File: config.mk
export PLATFORM = sky130hd
export DESIGN_NAME = nibble_serial_adder
export DESIGN_NICKNAME = d
export VERILOG_FILES = /design/src/rtl/nibble_serial_adder.sv
export SDC_FILE = /design/constraint.sdc
export NUM_CORES = 1
export LEC_CHECK = 0
export ABC_AREA = 1
export CORE_MARGIN = 10
export CORE_UTILIZATION = 30
export CTS_CLUSTER_SIZE = 10
export DETAILED_ROUTE_END_ITERATION = 16
export DONT_BUFFER_PORTS = 1
export HOLD_SLACK_MARGIN = 0.02
export PLACE_DENSITY = 0.49
export SLEW_MARGIN = 15
export SYNTH_ARGS = -nofsm -noshare
export SYNTH_HDL_FRONTEND = slang
export SYNTH_SLANG_ARGS = --single-unit
File: constraint.sdc
create_clock -name clk -period 2.1 [get_ports clk]
set_input_delay 0.315 -clock clk [delete_from_list [all_inputs] [get_ports clk]]
set_output_delay 0.315 -clock clk [all_outputs]
set_load 0.01 [all_outputs]
File: src/rtl/nibble_serial_adder.sv
// Multi-cycle WIDTH-bit adder: one 4-bit carry-select slice per cycle with valid/ready on both sides.
// Optional subtract mode (port sub) is enabled by defining NIBBLE_SERIAL_ADDER_SUB_EN.

module adder_4bits_block (
    input  logic [3:0] a,
    input  logic [3:0] b,
    input  logic       cin,
    output logic [3:0] sum,
    output logic       cout
);
    logic [2:0] lo;
    logic [2:0] hi0;
    logic [2:0] hi1;

    // Upper pair is computed for both carry values and selected by the lower pair's carry
    always_comb begin
        lo   = {1'b0, a[1:0]} + {1'b0, b[1:0]} + {2'b00, cin};
        hi0  = {1'b0, a[3:2]} + {1'b0, b[3:2]};
        hi1  = hi0 + 3'd1;
        sum  = {(lo[2] ? hi1[1:0] : hi0[1:0]), lo[1:0]};
        cout = lo[2] ? hi1[2] : hi0[2];
    end
endmodule

module nibble_serial_adder #(
    parameter int WIDTH = 32
) (
    input  logic             clk,
    input  logic             rst_n,
    input  logic             in_valid,
    output logic             in_ready,
    input  logic [WIDTH-1:0] a,
    input  logic [WIDTH-1:0] b,
    input  logic             cin,
`ifdef NIBBLE_SERIAL_ADDER_SUB_EN
    input  logic             sub,
`endif
    output logic             out_valid,
    input  logic             out_ready,
    output logic [WIDTH-1:0] sum,
    output logic             cout,
    output logic             overflow
);
    localparam int N  = WIDTH / 4;
    localparam int CW = (N > 1) ? $clog2(N) : 1;

    typedef enum logic [1:0] {IDLE, RUN, DONE} state_t;

    state_t           state, state_next;
    logic [WIDTH-1:0] a_sh, b_sh, sum_sh, sum_shifted, b_eff;
    logic             carry, carry_init;
    logic [CW-1:0]    cnt;
    logic [1:0]       msb_r;
    logic [3:0]       nib_sum;
    logic             nib_cout;
    logic             accept, last_slice;

`ifdef NIBBLE_SERIAL_ADDER_SUB_EN
    always_comb begin
        b_eff      = sub ? ~b : b;
        carry_init = sub ? 1'b1 : cin;
    end
`else
    always_comb begin
        b_eff      = b;
        carry_init = cin;
    end
`endif

    adder_4bits_block u_nib (
        .a    (a_sh[3:0]),
        .b    (b_sh[3:0]),
        .cin  (carry),
        .sum  (nib_sum),
        .cout (nib_cout)
    );

    // New nibble enters at the top so the first slice ends at bits 3:0 after N shifts
    if (WIDTH == 4) begin : g_single
        assign sum_shifted = nib_sum;
    end else begin : g_multi
        assign sum_shifted = {nib_sum, sum_sh[WIDTH-1:4]};
    end

    assign accept     = in_valid && in_ready;
    assign last_slice = (cnt == CW'(N - 1));

    always_ff @(posedge clk) begin
        if (!rst_n) state <= IDLE;
        else        state <= state_next;
    end

    always_comb begin
        state_next = state;
        in_ready   = 1'b0;
        out_valid  = 1'b0;
        case (state)
            IDLE: begin
                in_ready = 1'b1;
                if (in_valid) state_next = RUN;
            end
            RUN: begin
                if (last_slice) state_next = DONE;
            end
            DONE: begin
                out_valid = 1'b1;
                if (out_ready) state_next = IDLE;
            end
            default: state_next = IDLE;
        endcase
    end

    always_ff @(posedge clk) begin
        if (!rst_n) begin
            a_sh   <= '0;
            b_sh   <= '0;
            sum_sh <= '0;
            carry  <= 1'b0;
            cnt    <= '0;
            msb_r  <= '0;
        end else if (accept) begin
            a_sh  <= a;
            b_sh  <= b_eff;
            carry <= carry_init;
            cnt   <= '0;
            msb_r <= {a[WIDTH-1], b_eff[WIDTH-1]};
        end else if (state == RUN) begin
            a_sh   <= a_sh >> 4;
            b_sh   <= b_sh >> 4;
            sum_sh <= sum_shifted;
            carry  <= nib_cout;
            cnt    <= cnt + CW'(1);
        end
    end

    assign sum      = sum_sh;
    assign cout     = carry;
    assign overflow = (msb_r[1] == msb_r[0]) && (sum_sh[WIDTH-1] != msb_r[1]);
endmodule
==> flow_summary.yaml, run 1 <==
clocking:
  cts_root_buf: "clkbuf_16"
  tritoncts: "done"
  cts_hold_buf: 0
  clock-sinks: 104
  cts_resized: 0
  cts_buffers: 9
  clkLatencyLatePin_ps: 350
  ctsLongestPathBuffers: 2
  h-tree-depth: 3
  post_cts_buffers: 0
  clkTransAtPathRegs_ps: 70
place:
  place_ws_ps: 376
  dp_hpwl_mm: 8.65
  place.gp.congestion: 0.790
  numPortBuffers: 0
  place_area_um2: 4680
timing:
  finalMaxSlewViolations: 0
  fmax_mhz: 575
  final_hold_viol_count: 0
  finalCritPeriodShare_pct: 82.8
  skew_ps: 8.81
  relSlewSlack_pct: 67.3
  worstMarginPinSlew_ps: 490
  min_period_ps: 1740
  rsz0062_at_grt: "no"
  setup_ws_ps: 361
  setup_tns_ps: 0
  setup_viol: 0
grt:
  grt_pass1_vias: 3839
  busiest_layer: "met2"
  grt.met1_usage_pct: 16.5
  use_met2_pct: 18.4
  grt_first_pass_wirelength_mm: 20.6
  grt.met3_usage_pct: 5.28
  grtUsageTotal_pct: 12.6
  antenna_found_initial: 1
  overflow: 0
  grt_max_degree: 76
worst_hold_path:
  hold_end: "b_sh[18]"
  holdPathStages: 2
  min_from: "rst_n"
  hold_class: "input pin to flip-flop"
critical_path:
  r2r_cells: 9
  critPathMaxFanout: 5
  critPathCaptureType: "flip-flop"
  r2r_start: "cout"
  start_kind: "flip-flop"
  cp.arrival_ps: 1990
  critPathKind: "flip-flop to flip-flop"
  r2r_slack_ps: 360
  crit_required_ps: 2350
  r2r-end: "cout"
drt:
  ant_nets: 0
  wl_per_cell_um: 15.3
  vias: 3879
  drtIter0Drc: 288
  drcViolationCount: 0
  drtPass1Iterations: 4
  routed_wl_mm: 12.4
  viasPerCell: 4.75
layout:
  area_delta_synth_final_pct: 8.92
  num-nets-final: 698
  fin_area_um2: 4970
  drive_above_1_share_pct: 5.74
floorplan:
  initial_utilization_pct: 30.3
  die_height_um: 143
  die_w_um: 143
  fp.dieArea_um2: 20500
  rows: 45
  design.core.area_um2: 15000
  io_pins: 105
logic_synthesis:
  syn_area_um2: 4560
  avgSynthCellArea_um2: 7.10
  synth_warnings: 0
  ys_types: 24
  synth-seq-area-share_pct: 45.7
  synth_nets: 718
  synthCells: 642
  synth-seq-cells: 104
power:
  ir_drop_v: 0.000390
  powerDensity_nw_per_um2: 878
  leakage_uw: 0.00221
outcome:
  status: "complete, no violations"
run:
  maxCapViolations: 0
-- per-stage QoR --
step	std cells	utilization, %	total power [uW]	hold WS [ps]
2_1_floorplan	642	-	2680	419
3_3_place_gp	799	31.1	2780	433
3_5_place_dp	799	31.1	2790	437
4_1_cts	815	33.0	4440	72.6
5_1_grt	815	33.0	4610	74.9
6_report	816	33.0	4360	92.2
-- worst max path at each step --
stage	start	to	slack, ps	depth (start not counted)
final	cout	cout	360	9
after global routing	cout	sum[31]	200	7
after CTS	cout	cout	360	9
after detailed placement	cout	cout	380	9
after global placement	cout	cout	420	9
after floorplan	cout	sum[29]	530	6
-- power breakdown --
group	switching, uW	total (uW)	leakage [uW]	internal [uW]
sequential	132	2250	0.000856	2120
combinational	305	485	0.00121	180
clock	775	1620	0.000138	849
total	1210	4360	0.00221	3150
-- flip-flops by register name, indices dropped and copies added (netlist names) --
signal and cells:
sum 32, state 2, cnt 3, msb_r 2, b_sh 32, a_sh 32
cout 1
-- critical path, cell delays in order, from the launching register on --
cell	delay, ps
dfxtp_1	440
inv_1	100
fa_1	410
inv_1	70
fa_1	260
nand3_1	100
nand3_1	90
nand3_1	70
nand2_1	60
inv_1	30
-- final cells by class --
type | instances | area [um^2]
Timing Repair Buffer | 12 | 90.1
Multi-Input combinational cell | 474 | 2190
Inverter | 21 | 78.8
Tap cell | 188 | 235
Clock buffer | 11 | 243
Fill cell | 1625 | 10100
Antenna cell | 1 | 2.50
Clock inverter | 5 | 41.3
Sequential cell | 104 | 2080
-- cell families after synthesis --
family	count (synthesis)	share of synthesized area, %
buf+inv	64	6.23
xor+xnor	2	0.384
flops	104	45.7
fa+ha+maj	7	2.42
simple gates	394	37.2
compound gates	71	8.10
-- cells in the final DEF, fill, tap and decap left out --
cell type	synthesis	routed
nand3_1	68	68
a21oi_1	33	33
nand3b_1	18	18
nor2_2	1	1
clkbuf_1	20	1
fa_1	3	3
clkinv_4	0	2
ha_1	4	4
o21ai_4	1	1
nand2_1	222	222
clkinv_2	0	1
clkbuf_8	0	1
buf_4	5	12
clkbuf_16	0	9
inv_8	0	1
xnor2_1	2	2
o21a_1	1	1
clkinv_1	1	1
inv_2	4	4
clkinvlp_4	0	1
nor2_4	2	2
inv_1	16	16
nand2_2	1	1
o21ai_0	36	36
and2_1	18	18
dfxtp_1	104	104
diode_2	0	1
nor2_1	64	64
-- synth_stat cells (all sizes together) --
cell type / instances / share of area [%]
a21oi: 33 / 3.6
and2: 18 / 2.5
buf: 23 / 2.9
clkbuf: 20 / 1.6
clkinv: 1 / 0.082
dfxtp: 104 / 46
fa: 3 / 1.3
ha: 4 / 1.1
inv: 20 / 1.6
nand2: 223 / 18
nand3: 68 / 7.5
nand3b: 18 / 3.0
nor2: 67 / 5.9
o21a: 1 / 0.16
o21ai: 37 / 4.3
xnor2: 2 / 0.38
-- routing by layer --
metal | routed length [um] | vias to the layer above | share of wire [%]
met5 | 0 | - | 0
met4 | 121 | 0 | 0.97
met3 | 1170 | 9 | 9.4
met2 | 5280 | 97 | 42
met1 | 5880 | 1766 | 47
li1 | - | 2007 | -
Note: power is estimated with default switching activity, not from simulation.
==> run 2, diff against run 1 <==
ABC_AREA = 0   (was 1)
clock period = 1.7 ns   (was 2.1 ns; I/O delays follow)
==> flow_summary.yaml, run 2 <==
clocking:
  tritoncts: "done"
  cts_hold_buf: 0
  h-tree-depth: 3
  cts_root_buf: "clkbuf_16"
  ctsLongestPathBuffers: 2
  clkTransAtPathRegs_ps: 70
  clock-sinks: 104
  cts_buffers: 9
  clkLatencyLatePin_ps: 350
grt:
  grt_pass1_vias: 3673
  overflow: 0
  grtUsageTotal_pct: 12.5
  grt_max_degree: 105
  grt_first_pass_wirelength_mm: 20.3
  antenna_found_initial: 0
layout:
  utilization_pct: 33.2
  layout.cells.most_common: "dfxtp_1"
  layout_common_cells: "dfxtp_1, nand2_1, a21oi_1"
  finalNonFillerCells: 707
  diodes: 0
  fin_area_um2: 4990
  area_delta_synth_final_pct: 9.47
  drive_above_1_share_pct: 6.94
  num-nets-final: 591
critical_path:
  cp.arrival_ps: 1930
  max_stage_delay_ps: 470
  critPathCaptureType: "flip-flop"
  critPathMaxFanout: 2
  r2r_start: "a_sh[2]"
  r2r_slack_ps: 20
  start_kind: "flip-flop"
  r2r_cells: 6
  cp_top_family: "adder cells"
  cpMaxStageDelayCell: "fa_1"
  r2r-end: "sum[31]"
  cp_cell_sequence: "ha_4, fa_1, ha_1, mux2i_1, nand2_1, o211a_1"
  crit_required_ps: 1950
  cp_num_buf_inv: 0
  critPathKind: "flip-flop to flip-flop"
drt:
  routed_wl_mm: 12.8
  drtIter0Drc: 304
  met1_length_mm: 5.81
  wl_met2_mm: 5.84
  drtPass1Iterations: 4
  met3_length_um: 955
  vias: 3658
  ant_nets: 0
  drcViolationCount: 0
  viasPerCell: 5.17
  wl_per_cell_um: 18.1
  dr.max_layer_used: "met4"
floorplan:
  die_w_um: 143
  rows: 45
  design.core.area_um2: 15000
  initial_utilization_pct: 30.3
  die_height_um: 143
  io_pins: 105
  fp.dieArea_um2: 20500
timing:
  min_period_ps: 1680
  rsz0062_at_grt: "yes"
  final_hold_viol_count: 0
  skew_ps: 9.50
  fmax_mhz: 596
  setup_ws_ps: 21.2
  finalCritPeriodShare_pct: 98.8
  worstMarginPinSlew_ps: 476
  finalMaxSlewViolations: 0
  setup_viol: 0
  relSlewSlack_pct: 67.9
place:
  place_ws_ps: 1.03
  numPortBuffers: 0
  place.gp.congestion: 0.770
  place_area_um2: 4670
  dp_hpwl_mm: 8.63
  place_inst: 691
worst_hold_path:
  hold_class: "input pin to flip-flop"
  min_from: "a[29]"
  hold_end: "a_sh[29]"
  holdPathStages: 2
logic_synthesis:
  syn_area_um2: 4560
  synth_flop_cell: "dfxtp_1"
  synth_nets: 617
  async_flop_share_pct: 0
  synth.largest_area_cell: "dfxtp_1"
  ys_top_cells_by_count: "dfxtp_1, nand2_1, a21oi_1"
  synth_warnings: 0
  avgSynthCellArea_um2: 8.43
  synth.top_cell.area_share_pct: 45.7
  yosysMostFrequentCell: "dfxtp_1"
  synth-seq-cells: 104
  synth-edff-count: 0
  yosys-top-cells-area: "dfxtp_1, o2bb2ai_1, nand2_1"
  synth-seq-area-share_pct: 45.7
  synthCells: 541
  ys_types: 33
power:
  powerDensity_nw_per_um2: 1100
  p_total_uw: 5500
  ir_drop_v: 0.000553
  leakage_uw: 0.00176
run:
  maxCapViolations: 0
outcome:
  status: "complete, no violations"
run 2: cell count changes in the layout (fill, tap and decap cells not counted), moves of 4 or more:
cell / delta
nand3_1: -61
and2_1: -17
a21oi_1: +25
nand2_1: -144
nor2_1: -11
inv_1: -9
o2bb2ai_1: +51
o22ai_1: +5
o21ai_0: +20
a21boi_0: +30
a21boi_1: +9
nand3b_1: -17
nand2b_1: +5
inv_2: -4
run 2: per-layer routing:
| layer | global-route usage (%) | vias up |
|---|---|---|
| met2 | 19.1 | 90 |
| met1 | 15.9 | 1723 |
| met3 | 4.75 | 16 |
| met4 | 4.19 | 0 |
| met5 | 0 | - |
| li1 | - | 1829 |
run 2: kinds of logic (layout without fill, tap and decap cells):
logic type | Yosys count | after routing | synth area share, %
compound gates | 217 | 217 | 31.0
simple gates | 151 | 151 | 13.7
flops | 104 | 104 | 45.7
buf+inv | 58 | 36 | 6.45
fa+ha+maj | 7 | 7 | 2.42
xor+xnor | 3 | 3 | 0.576
mux | 1 | 1 | 0.220
run 2: cell type report:
class                      instances  area [um^2]
sequential                       104         2090
inverter                           7         26.3
clock buffer                      10          239
multi-input combinational        379         2200
tap                              188          235
clock inverter                     5         63.8
fill                            1588        10000
timing repair buffer              14          143
run 2: worst max-delay path by stage:
stage,from,to,cells after the start
2_1_floorplan,a_sh[2],sum[31],6
3_3_place_gp,a_sh[2],sum[31],6
3_5_place_dp,a_sh[2],sum[31],6
4_1_cts,a_sh[2],sum[31],6
5_1_grt,a_sh[2],sum[31],6
6_report,a_sh[2],sum[31],6
run 2: worst reg2reg max path: stages (launching register included):
cell and delay [ps]:
dfxtp_2 340, ha_4 150, fa_1 470, ha_1 300, mux2i_1 130, nand2_1 70
o211a_1 120
run 2: report_power, final:
| group | leakage [uW] | internal (uW) | switching (uW) | total [uW] |
|---|---|---|---|---|
| Sequential | 0.000856 | 2610 | 111 | 2720 |
| Clock | 0.000146 | 1190 | 953 | 2140 |
| Combinational | 0.000760 | 279 | 363 | 642 |
| Total | 0.00176 | 4070 | 1430 | 5500 |
run 2: per-stage QoR:
step	hold slack [ps]	TNS, ps
2_1_floorplan	400	0
3_3_place_gp	404	0
3_5_place_dp	406	0
4_1_cts	28.4	0
5_1_grt	33.4	-107
6_report	43.4	0
run 2: timing repair:
action | 4_1_cts | 5_1_grt
endpoints found under the setup margin | 0 | 3
resized for setup | 0 | 4
setup buffers | 0 | 1
